File: config.mk
export PLATFORM = sky130hd
export DESIGN_NAME = lut_sweep_eval
export DESIGN_NICKNAME = d
export VERILOG_FILES = /design/src/rtl/lut_sweep_eval.sv
export SDC_FILE = /design/constraint.sdc
export NUM_CORES = 1
export LEC_CHECK = 0
export ABC_AREA = 1
export CORE_MARGIN = 2
export CORE_UTILIZATION = 48
export CTS_BUF_LIST = sky130_fd_sc_hd__clkbuf_8 sky130_fd_sc_hd__clkbuf_16
export DETAILED_ROUTE_END_ITERATION = 8
export GPL_TIMING_DRIVEN = 0
export PLACE_DENSITY_LB_ADDON = 0.2
export SYNTH_ARGS = -nofsm -noshare
export SYNTH_HDL_FRONTEND = slang
export SYNTH_SLANG_ARGS = --single-unit
File: constraint.sdc
create_clock -name clk -period 1.6 [get_ports clk]
set_input_delay 0.16 -clock clk [delete_from_list [all_inputs] [get_ports clk]]
set_output_delay 0.16 -clock clk [all_outputs]
set_load 0.005 [all_outputs]
File: src/rtl/lut_sweep_eval.sv
// lut_sweep_eval: exhaustive truth-table sweeper with per-output ones counters.
// A loadable LUT (2^N_IN rows x N_OUT bits) is swept from index 0 to
// 2^N_IN-1 on start, streaming {vector, result} over valid/ready.
// Optional macro SWEEP_GRAY_EN: emit vectors in Gray order instead of binary.
module lut_sweep_eval #(
   parameter  int unsigned N_IN  = 3,
   parameter  int unsigned N_OUT = 2,
   localparam int unsigned CW    = N_IN + 1
) (
   input  logic                  clk,
   input  logic                  rst_n,
   input  logic                  cfg_we,
   input  logic [N_IN-1:0]       cfg_addr,
   input  logic [N_OUT-1:0]      cfg_data,
   input  logic                  start,
   output logic                  busy,
   output logic                  done,
   output logic [N_IN-1:0]       vec_out,
   output logic [N_OUT-1:0]      res_out,
   output logic                  res_valid,
   input  logic                  res_ready,
   output logic [N_OUT*CW-1:0]   ones_cnt
);

   localparam int unsigned DEPTH = 1 << N_IN;

   typedef enum logic [1:0] {
      S_IDLE,
      S_RUN,
      S_DONE
   } state_t;

   state_t                 state_q;
   logic [N_IN-1:0]        idx_q;
   logic                   busy_q;
   logic                   done_q;
   logic                   valid_q;
   logic [N_OUT*CW-1:0]    cnt_q;
   logic [N_OUT-1:0]       tab_q [DEPTH];

   logic [N_OUT*CW-1:0]    cnt_d;
   logic [N_IN-1:0]        idx_d;
   logic [N_IN-1:0]        vec_d;
   logic                   last_d;
   logic                   accept_d;

   // Index-to-vector mapping, table read and counter/index next values
   always_comb begin
`ifdef SWEEP_GRAY_EN
      vec_d = idx_q ^ (idx_q >> 1);
`else
      vec_d = idx_q;
`endif
      accept_d = valid_q & res_ready;
      last_d   = (idx_q == {N_IN{1'b1}});
      idx_d    = idx_q + 1'b1;
      cnt_d    = cnt_q;
      for (int unsigned k = 0; k < N_OUT; k++) begin
         cnt_d[k*CW +: CW] = cnt_q[k*CW +: CW] + CW'(tab_q[vec_d][k]);
      end
   end

   // Sweep FSM: table load in IDLE, beat streaming in RUN, one-cycle DONE
   always_ff @(posedge clk or negedge rst_n) begin
      if (!rst_n) begin
         state_q <= S_IDLE;
         idx_q   <= '0;
         busy_q  <= 1'b0;
         done_q  <= 1'b0;
         valid_q <= 1'b0;
         cnt_q   <= '0;
         for (int unsigned i = 0; i < DEPTH; i++) begin
            tab_q[i] <= '0;
         end
      end else begin
         case (state_q)
            S_IDLE: begin
               done_q <= 1'b0;
               // Write lands at this edge, so a simultaneous start sees it
               if (cfg_we) begin
                  tab_q[cfg_addr] <= cfg_data;
               end
               if (start) begin
                  state_q <= S_RUN;
                  idx_q   <= '0;
                  cnt_q   <= '0;
                  busy_q  <= 1'b1;
                  valid_q <= 1'b1;
               end
            end
            S_RUN: begin
               if (accept_d) begin
                  cnt_q <= cnt_d;
                  if (last_d) begin
                     state_q <= S_DONE;
                     busy_q  <= 1'b0;
                     valid_q <= 1'b0;
                     done_q  <= 1'b1;
                  end else begin
                     idx_q <= idx_d;
                  end
               end
            end
            S_DONE: begin
               done_q  <= 1'b0;
               state_q <= S_IDLE;
            end
            default: begin
               state_q <= S_IDLE;
               busy_q  <= 1'b0;
               valid_q <= 1'b0;
               done_q  <= 1'b0;
            end
         endcase
      end
   end

   assign busy      = busy_q;
   assign done      = done_q;
   assign res_valid = valid_q;
   assign vec_out   = vec_d;
   assign res_out   = tab_q[vec_d];
   assign ones_cnt  = cnt_q;

endmodule

## Word level (Yosys, flattened, before mapping)

Cells that the tools add are included.

- Bits in registers: 31
- Bits of input ports: 10
- Logic and storage cells: 63

- Eq/ne operators: 7
- Magnitude comparators: 3
- Muxes and demuxes: 24
- Reductions and logical operators: 9
- Add/subtract/negate cells: 3
- Bitwise logic cells: 4

Operators with widths:

| operator | count |
|---|---|
| bitwise mux 16 bit | 1 |
| 2-to-1 mux 8 bit | 2 |
| one-hot mux 8 bit (2 select lines) | 1 |
| 2-to-1 mux 2 bit | 6 |
| 2-to-1 mux 3 bit | 3 |
| adder 4 x 1 -> 4 bit | 2 |
| greater-or-equal comparator 4 bit (second input constant) | 2 |
| inequality test 2 bit (second input constant) | 4 |
| NOT 3 -> 4 bit | 2 |
| AND reduction 4 bit | 2 |
| binary-select mux 2 bit (select 3 bit) | 1 |
| demux 2 bit (select 3 bit) | 1 |
| 2-to-1 mux 1 bit | 6 |
| one-hot mux 3 bit (2 select lines) | 1 |
| AND reduction 3 bit | 2 |
| less-than comparator 4 x 1 -> 1 bit (second input constant) | 1 |
| one-hot mux 2 bit (2 select lines) | 1 |
| AND reduction 2 bit | 2 |
| adder 3 x 1 -> 3 bit (second input constant) | 1 |
| equality test 3 bit (second input constant) | 1 |
| one-hot mux 1 bit (3 select lines) | 1 |
| equality test 2 x 1 -> 1 bit (second input constant) | 1 |
| equality test 2 bit (second input constant) | 1 |
| logical NOT 2 bit | 1 |
| other kinds (4) | 4 |

## Depth between registers and ports, before layout

Gate-level depths: netlist of run 1.

- Depth in word-level cells: 7
- Gate-level depth with buffers: 14

## Least setup slack after synthesis of run 1

Ideal clock, no wire load.

- Path type: register -> register
- Start point: reg idx_q[0], in the netlist vec_out[0]
- End point: reg cnt_q[2], in the netlist ones_cnt[2]
- Buffers on the path: 1
- Stages on the path, launching flop included: 14
- Data required time: 1.483 ns
- Slack: -0.143 ns
- Clock period less this slack: 1.743 ns
- Library setup time: 0.117 ns
- Arrival: 1.626 ns
- Cells stage by stage: dfrtp_1 buf_4 clkinv_1 nand2_1 nand3_1 nand2_1 nand2_1 nand2_1 ha_1 ha_1 xnor2_1 nor2_1 nand2_1 nand2_1

- Cells in the longest elaborated chain, start to end: 7

RTL lines:

| what | line | text |
|---|---|---|
| start: declaration | 34 | `logic [N_IN-1:0] idx_q;` |
| start signal: assignment | 100 | `idx_q <= idx_d;` |
| NOT 3 -> 4 bit | -- |  |
| binary-select mux 2 bit (select 3 bit) | -- |  |
| 2-to-1 mux 2 bit (2 in a row) | -- |  |
| named net res_out[0] | 19 | `output logic [N_OUT-1:0] res_out,` |
| adder 4 x 1 -> 4 bit | 59 | `cnt_d[k*CW +: CW] = cnt_q[k*CW +: CW] + CW'(tab_q[vec_d][k]);` |
| 2-to-1 mux 8 bit | 92 | `if (accept_d) begin` |
| one-hot mux 8 bit (2 select lines) | 76 | `case (state_q)` |
| end signal: assignment | 93 | `cnt_q <= cnt_d;` |
| end: declaration | 38 | `logic [N_OUT*CW-1:0] cnt_q;` |

The timed path passes the listed nets, and every way through them passes these cells. The select of a mux whose other input is x is not followed.
A chain may end at the register's enable or synchronous reset.

## Worst setup path in the final report of run 1

- Start point: reg idx_q[0], in the netlist vec_out[0]
- End point: reg cnt_q[2], in the netlist ones_cnt[2]

- Cells in the longest elaborated chain, start to end: 7

RTL lines:

| what | line |
|---|---|
| NOT 3 -> 4 bit (not written as such) | 59 |
| binary-select mux 2 bit (select 3 bit) | 59 |
| 2-to-1 mux 2 bit (2 in a row) | -- |
| adder 4 x 1 -> 4 bit | 59 |
| 2-to-1 mux 8 bit | 92 |
| one-hot mux 8 bit (2 select lines) | 76 |

Every way passes these cells. The select of a mux whose other input is x is not followed.

==> flow_metrics.py, run 1 <==
metrics = {
    "final_layout": {
        "flow.area_growth_from_synthesis_pct": 31.23,
        "fin_cells": 321,
        "nets": 290,
        "antenna_cells": 0,
        "seq_area_um2": 777.0,
        "fillers": 282,
        "drive_gt1_share_pct": 18.55,
        "multiInputGateArea_um2": 887.1,
    },
    "status": {
        "status": "finished, violations left",
        "failed_checks": "negative setup slack",
    },
    "clock_network": {
        "clk_latency_ns": 0.28,
        "cts.clk_slew.worst_paths_ns": 0.07,
        "clock_path_buffers": 2,
        "root_buffer": "clkbuf_8",
        "tritoncts": "done",
        "cts_buffers": 5,
        "cts_sinks": 31,
        "h-tree-depth": 2,
    },
    "route": {
        "ant_nets": 0,
        "via_per_inst": 4.931,
        "dr.pass1.iters": 4,
        "vias": 1583,
        "wl_um": 3727,
        "detailedRoute.firstIterationViolations": 109,
        "drc": 0,
        "wl_per_cell_um": 11.61,
    },
    "worst_setup_path": {
        "crit_slowest_cell": "dfrtp_1",
        "rrSetupSlack_ns": -0.07,
        "crit_chain": "buf_6 > nand2_1 > nand3_2 > nand2_1 > nand2_1 > nand2_2 > ha_4 > ha_4 > xnor2_2 > nor2_1 > nand2_1 > nand2_1",
        "crit_arrival_ns": 1.90,
        "worstReg2RegEnd": "ones_cnt[2]$_DFFE_PN0P_",
        "r2r-start": "vec_out[0]$_DFFE_PN0P_",
        "cp_top_family": "simple AND/OR/NAND/NOR gates",
        "cp_num_buf_inv": 1,
        "ff2ff_path_depth": 12,
        "startpoint_type": "register",
        "path_max_fanout": 6,
        "path_class": "register to register",
        "end_kind": "register",
        "cp_common_cell": "nand2_1",
        "critical_path_required_ns": 1.82,
        "max_stage_delay_ns": 0.41,
    },
    "yosys": {
        "syn_inst": 236,
        "seq_area_frac_synth_pct": 44.93,
        "yosys_warnings": 0,
        "ys_ff_latch": 31,
        "syn_nets": 252,
        "syn_area_per_cell_um2": 7.316,
        "synth_area_mm2": 0.001727,
        "ys_types": 19,
    },
    "sta": {
        "setup_ws_ns": -0.07424,
        "fin_worst_skew_ns": 0.003337,
        "setup_violations": 5,
        "timing.fmax_mhz": 597.3,
        "post-route-min-period_ns": 1.674,
        "rsz0062_at_grt": "true",
        "hold_viol_final": 0,
        "fin_hold_ws_ns": 0.2712,
        "slew_headroom_pct": 54.80,
        "slew_violations": 0,
        "finalCritPeriodShare_pct": 104.6,
        "worst_pin_slew_ns": 0.6780,
    },
    "worst_hold_path": {
        "worstHoldStart": "cfg_data[1]",
        "hold_path_depth": 3,
        "hp-class": "input port to register",
        "hold-path-endpoint": "tab_q[15]$_DFFE_PN0P_",
    },
    "floorplanning": {
        "start_util_pct": 50.94,
        "die_w_um": 63.98,
        "die_area_mm2": 0.004093,
        "pin_count": 26,
        "rows": 21,
        "core_mm2": 0.003390,
        "chipHeight_um": 63.98,
    },
    "run": {
        "drv_cap": 0,
    },
    "global_route": {
        "antenna_found_initial": 0,
        "grt_pass1_wl_um": 6458,
        "grt.total_usage_pct": 20.15,
        "grt_pass1_vias": 1503,
        "grt-ovfl-total": 0,
        "grt_max_degree": 32,
    },
    "placed_design": {
        "hpwl_um": 2579,
        "portBuffers": 23,
        "preCtsSetupSlack_ns": -0.1536,
        "dp.cells": 305,
        "globalplace.congestion": 0.7846,
    },
    "pwr": {
        "power_density_mw_per_mm2": 1747,
        "power.leakage_uw": 0.001169,
        "peakVddDrop_uv": 907.3,
    },
}
-- synth_stat cells (all sizes together) --
master,count,area [µm²]
nand2,102,395.4
inv,34,127.6
nand3,32,160.2
dfrtp,31,775.7
nor2,13,86.33
ha,6,75.07
o21ai,6,30.03
buf,3,26.27
a21oi,2,10.01
clkbuf,2,7.510
nand4,2,12.51
clkinv,1,3.750
o21a,1,7.510
xnor2,1,8.760
-- layer usage --
layer | global-route usage, % | wire [µm] | vias up
met2 | 36.20 | 1973 | 27
met3 | 5.634 | 142 | 6
met5 | 0 | 0 | -
li1 | - | - | 798
met4 | 5.435 | 26 | 0
met1 | 23.30 | 1585 | 752
-- flip-flops by register name, summed over array words and instances (netlist names) --
signal	count
done	1
ones_cnt	8
res_valid	1
state_q	2
tab_q	16
vec_out	3
-- worst max path at each step --
stage | startpoint | endpoint | slack, ns | cells past startpoint
floorplan | vec_out[0]$_DFFE_PN0P_ | ones_cnt[2]$_DFFE_PN0P_ | -0.01 | 13
global placement | rst_n | tab_q[14]$_DFFE_PN0P_ | -0.23 | 1
detailed placement | vec_out[0]$_DFFE_PN0P_ | ones_cnt[2]$_DFFE_PN0P_ | -0.15 | 13
CTS | vec_out[0]$_DFFE_PN0P_ | ones_cnt[2]$_DFFE_PN0P_ | -0.07 | 13
global route | vec_out[0]$_DFFE_PN0P_ | ones_cnt[6]$_DFFE_PN0P_ | -0.20 | 14
finish | vec_out[0]$_DFFE_PN0P_ | ones_cnt[2]$_DFFE_PN0P_ | -0.07 | 12
-- placed cells by master (no fill, tap or decap), drive strengths merged --
| master | synthesis | final |
|---|---|---|
| nor2 | 13 | 13 |
| dlygate4sd3 | 0 | 1 |
| buf | 3 | 11 |
| clkinv | 1 | 5 |
| nand2 | 102 | 102 |
| ha | 6 | 6 |
| xnor2 | 1 | 1 |
| clkdlybuf4s50 | 0 | 20 |
| inv | 34 | 34 |
| dfrtp | 31 | 31 |
| o21a | 1 | 1 |
| clkbuf | 2 | 8 |
| o21ai | 6 | 6 |
| a21oi | 2 | 2 |
| nand3 | 32 | 32 |
| nand4 | 2 | 2 |
-- per-stage QoR --
stage | total power, µW | util, % | area, µm² | TNS (ns)
finish | 3959 | 66.85 | 2266 | -0.2938
global placement | 3072 | 59.84 | 2028 | -7.610
CTS | 3811 | 65.30 | 2213 | -0.2490
global route | 4312 | 66.85 | 2266 | -1.080
detailed placement | 3131 | 59.69 | 2023 | -0.4455
floorplan | 2418 | - | 1740 | -0.009857
-- layout make-up --
class	count	share of cell area, %
plain buffers	5	1.657
flip-flops and latches	31	34.29
repair inverters	1	0.3865
inverters	35	6.350
multi-input cells	165	39.15
clock buffers	5	3.037
well taps	46	2.540
repair buffers	30	11.93
clock inverters	3	0.6626
-- tightest hold or removal path, cell delays in order --
cell and delay [ns]:
clkbuf_1 0.18, nand3_1 0.13, nand2_1 0.05
-- logic make-up after synthesis --
group                    after synthesis  share of synthesized area, %
AO/OA/AOI/OAI                          9                         2.754
AND/OR/NAND/NOR                      149                         37.90
XOR/XNOR                               1                        0.5073
adder cells (fa/ha/maj)                6                         4.348
buffers and inverters                 40                         9.565
flip-flops                            31                         44.93
-- timing repair --
item / CTS / global route
resized for setup: 19 / 12
hold buffers: 1 / 0
setup buffers: 3 / 2
setup endpoints to repair: 7 / 10
pin swaps: 8 / 11
gates cloned: 2 / 0
hold endpoints to repair: 31 / 0
-- power by group --
part           internal (µW)  switching [µW]
combinational            945            1020
clock                    297             292
sequential              1110             292
Note: power is estimated with default switching activity, not from simulation.
==> inputs of run 2 (changes only) <==
REMOVE_ABC_BUFFERS = 1   (was default)
==> run 2 against run 1 <==
  * The flow still finishes with violations (negative setup slack)
  * Clock skew is 0.0015 ns higher
  * Cell area down 0.11%
  * Sequential share of layout area increased by 0.093 points
  * Final cell count is 1.6% lower
  * Register-to-register slack improved by 0.04 ns
  * First-iteration DRC count down 56%
  * Global-route usage down 0.16 points
  * Non-clock buffer count shrank 4
  * Via count is 2.5% lower
==> flow_metrics.py, run 2 (same netlist as run 1, synthesis figures left out) <==
metrics = {
    "final_layout": {
        "final_common_cell": "nand2_1",
        "fin_cells": 316,
        "nets": 285,
        "postLayoutCoreUtil_pct": 66.78,
        "final_cell_mix": "nand2_1, inv_1, dfrtp_1",
        "regMostFlops": "tab_q",
        "antenna_cells": 0,
        "largest_register_ffs": 16,
        "flow.area_growth_from_synthesis_pct": 31.09,
        "fillers": 286,
        "drive_gt1_share_pct": 17.04,
    },
    "worst_setup_path": {
        "crit_arrival_ns": 1.81,
        "path_class": "register to register",
        "ff2ff_path_depth": 12,
        "worstReg2RegEnd": "ones_cnt[2]$_DFFE_PN0P_",
        "startpoint_type": "register",
        "r2r-start": "vec_out[0]$_DFFE_PN0P_",
        "end_kind": "register",
        "critical_path_required_ns": 1.78,
        "path_max_fanout": 6,
        "rrSetupSlack_ns": -0.03,
    },
    "sta": {
        "setup_violations": 2,
        "setup_ws_ns": -0.02950,
        "timing.fmax_mhz": 613.7,
        "finalCritPeriodShare_pct": 101.8,
        "slew_headroom_pct": 53.10,
        "post-route-min-period_ns": 1.630,
        "fin_worst_skew_ns": 0.004846,
        "slew_violations": 0,
        "rsz0062_at_grt": "true",
        "hold_viol_final": 0,
        "worst_pin_slew_ns": 0.7035,
        "setup_tns_ns": -0.05079,
    },
    "global_route": {
        "grt_pass1_wl_um": 6223,
        "grt.total_usage_pct": 19.99,
        "grt_max_degree": 32,
        "grt-ovfl-total": 0,
        "antenna_found_initial": 0,
        "grt_pass1_vias": 1365,
    },
    "clock_network": {
        "h-tree-depth": 2,
        "clock_path_buffers": 2,
        "cts_sinks": 31,
        "tritoncts": "done",
        "clk_latency_ns": 0.28,
        "cts.clk_slew.worst_paths_ns": 0.07,
        "cts_buffers": 5,
        "root_buffer": "clkbuf_8",
    },
    "route": {
        "via_per_inst": 4.886,
        "vias": 1544,
        "wl_per_cell_um": 11.77,
        "ant_nets": 0,
        "wl_um": 3718,
        "detailedRoute.firstIterationViolations": 48,
        "drc": 0,
        "dr.pass1.iters": 5,
    },
    "placed_design": {
        "dp.cells": 302,
        "portBuffers": 25,
        "hpwl_um": 2526,
        "globalplace.congestion": 0.7648,
    },
    "worst_hold_path": {
        "hp-class": "input port to async pin",
    },
    "floorplanning": {
        "rows": 21,
        "start_util_pct": 50.94,
        "chipHeight_um": 63.98,
        "pin_count": 26,
        "die_area_mm2": 0.004093,
        "core_mm2": 0.003390,
        "die_w_um": 63.98,
    },
    "status": {
        "failed_checks": "negative setup slack",
        "status": "finished, violations left",
    },
    "pwr": {
        "p_total_uw": 3848,
        "power_density_mw_per_mm2": 1700,
        "peakVddDrop_uv": 1000,
        "power.leakage_uw": 0.001159,
    },
    "run": {
        "drv_cap": 0,
    },
}
run 2: cell type report:
cell class                      count  area, µm²  area share [%]
Clock buffer                        5      68.82           3.040
Timing Repair Buffer               31      292.8           12.94
Inverter                           35      136.4           6.025
Clock inverter                      3      12.51          0.5528
Sequential cell                    31      778.2           34.38
Tap cell                           46      57.56           2.543
Multi-Input combinational cell    165      917.1           40.52
run 2: metrics by stage:
stage | hold slack [ns] | setup slack [ns] | cell area, µm²
floorplan | -0.1356 | -0.1942 | 1693
global placement | 0.4557 | -0.4920 | 2001
detailed placement | 0.2479 | -0.5030 | 1996
CTS | 0.4645 | 0.0006281 | 2176
global route | 0.4859 | -0.1233 | 2263
finish | 0.4608 | -0.02950 | 2263
run 2: how the worst max path moves through the flow:
stage	start	endpoint	slack (ns)	cells past startpoint
floorplan	vec_out[0]$_DFFE_PN0P_	ones_cnt[2]$_DFFE_PN0P_	-0.19	12
detailed placement	vec_out[0]$_DFFE_PN0P_	ones_cnt[6]$_DFFE_PN0P_	-0.50	13
CTS	vec_out[0]$_DFFE_PN0P_	ones_cnt[6]$_DFFE_PN0P_	0.0006	12
global route	vec_out[0]$_DFFE_PN0P_	ones_cnt[2]$_DFFE_PN0P_	-0.12	12
finish	vec_out[0]$_DFFE_PN0P_	ones_cnt[2]$_DFFE_PN0P_	-0.03	12
global placement	vec_out[0]$_DFFE_PN0P_	ones_cnt[2]$_DFFE_PN0P_	-0.49	12
run 2: worst max-delay path, cell delays in order, from the launching register on:
cell	delay [ns]
dfrtp_2	0.41
buf_6	0.15
nand2_2	0.06
nand3_2	0.06
nand2_1	0.05
nand2_1	0.06
nand2_2	0.09
ha_4	0.18
ha_4	0.16
xnor2_2	0.15
nor2_1	0.05
nand2_1	0.06
nand2_1	0.04
run 2: where the power goes:
group | switching (µW) | total [µW] | internal (µW)
sequential | 302 | 1420 | 1120
clock | 290 | 582 | 292
combinational | 961 | 1850 | 885
run 2: what timing repair did:
item                                    CTS  global route
resized for setup                        22            19
hold buffers                              1             0
pin swaps                                 8            13
setup buffers                             4             1
endpoints found under the setup margin   11            12
endpoints found under the hold margin    31             0
run 2: metal layers:
| layer | vias up | share of wire (%) | GRT usage, % |
|---|---|---|---|
| li1 | 795 | - | - |
| met5 | - | 0 | 0 |
| met4 | 0 | 2.1 | 8.152 |
| met2 | 35 | 49 | 30.86 |
| met1 | 705 | 45 | 26.29 |
| met3 | 9 | 3.9 | 5.810 |
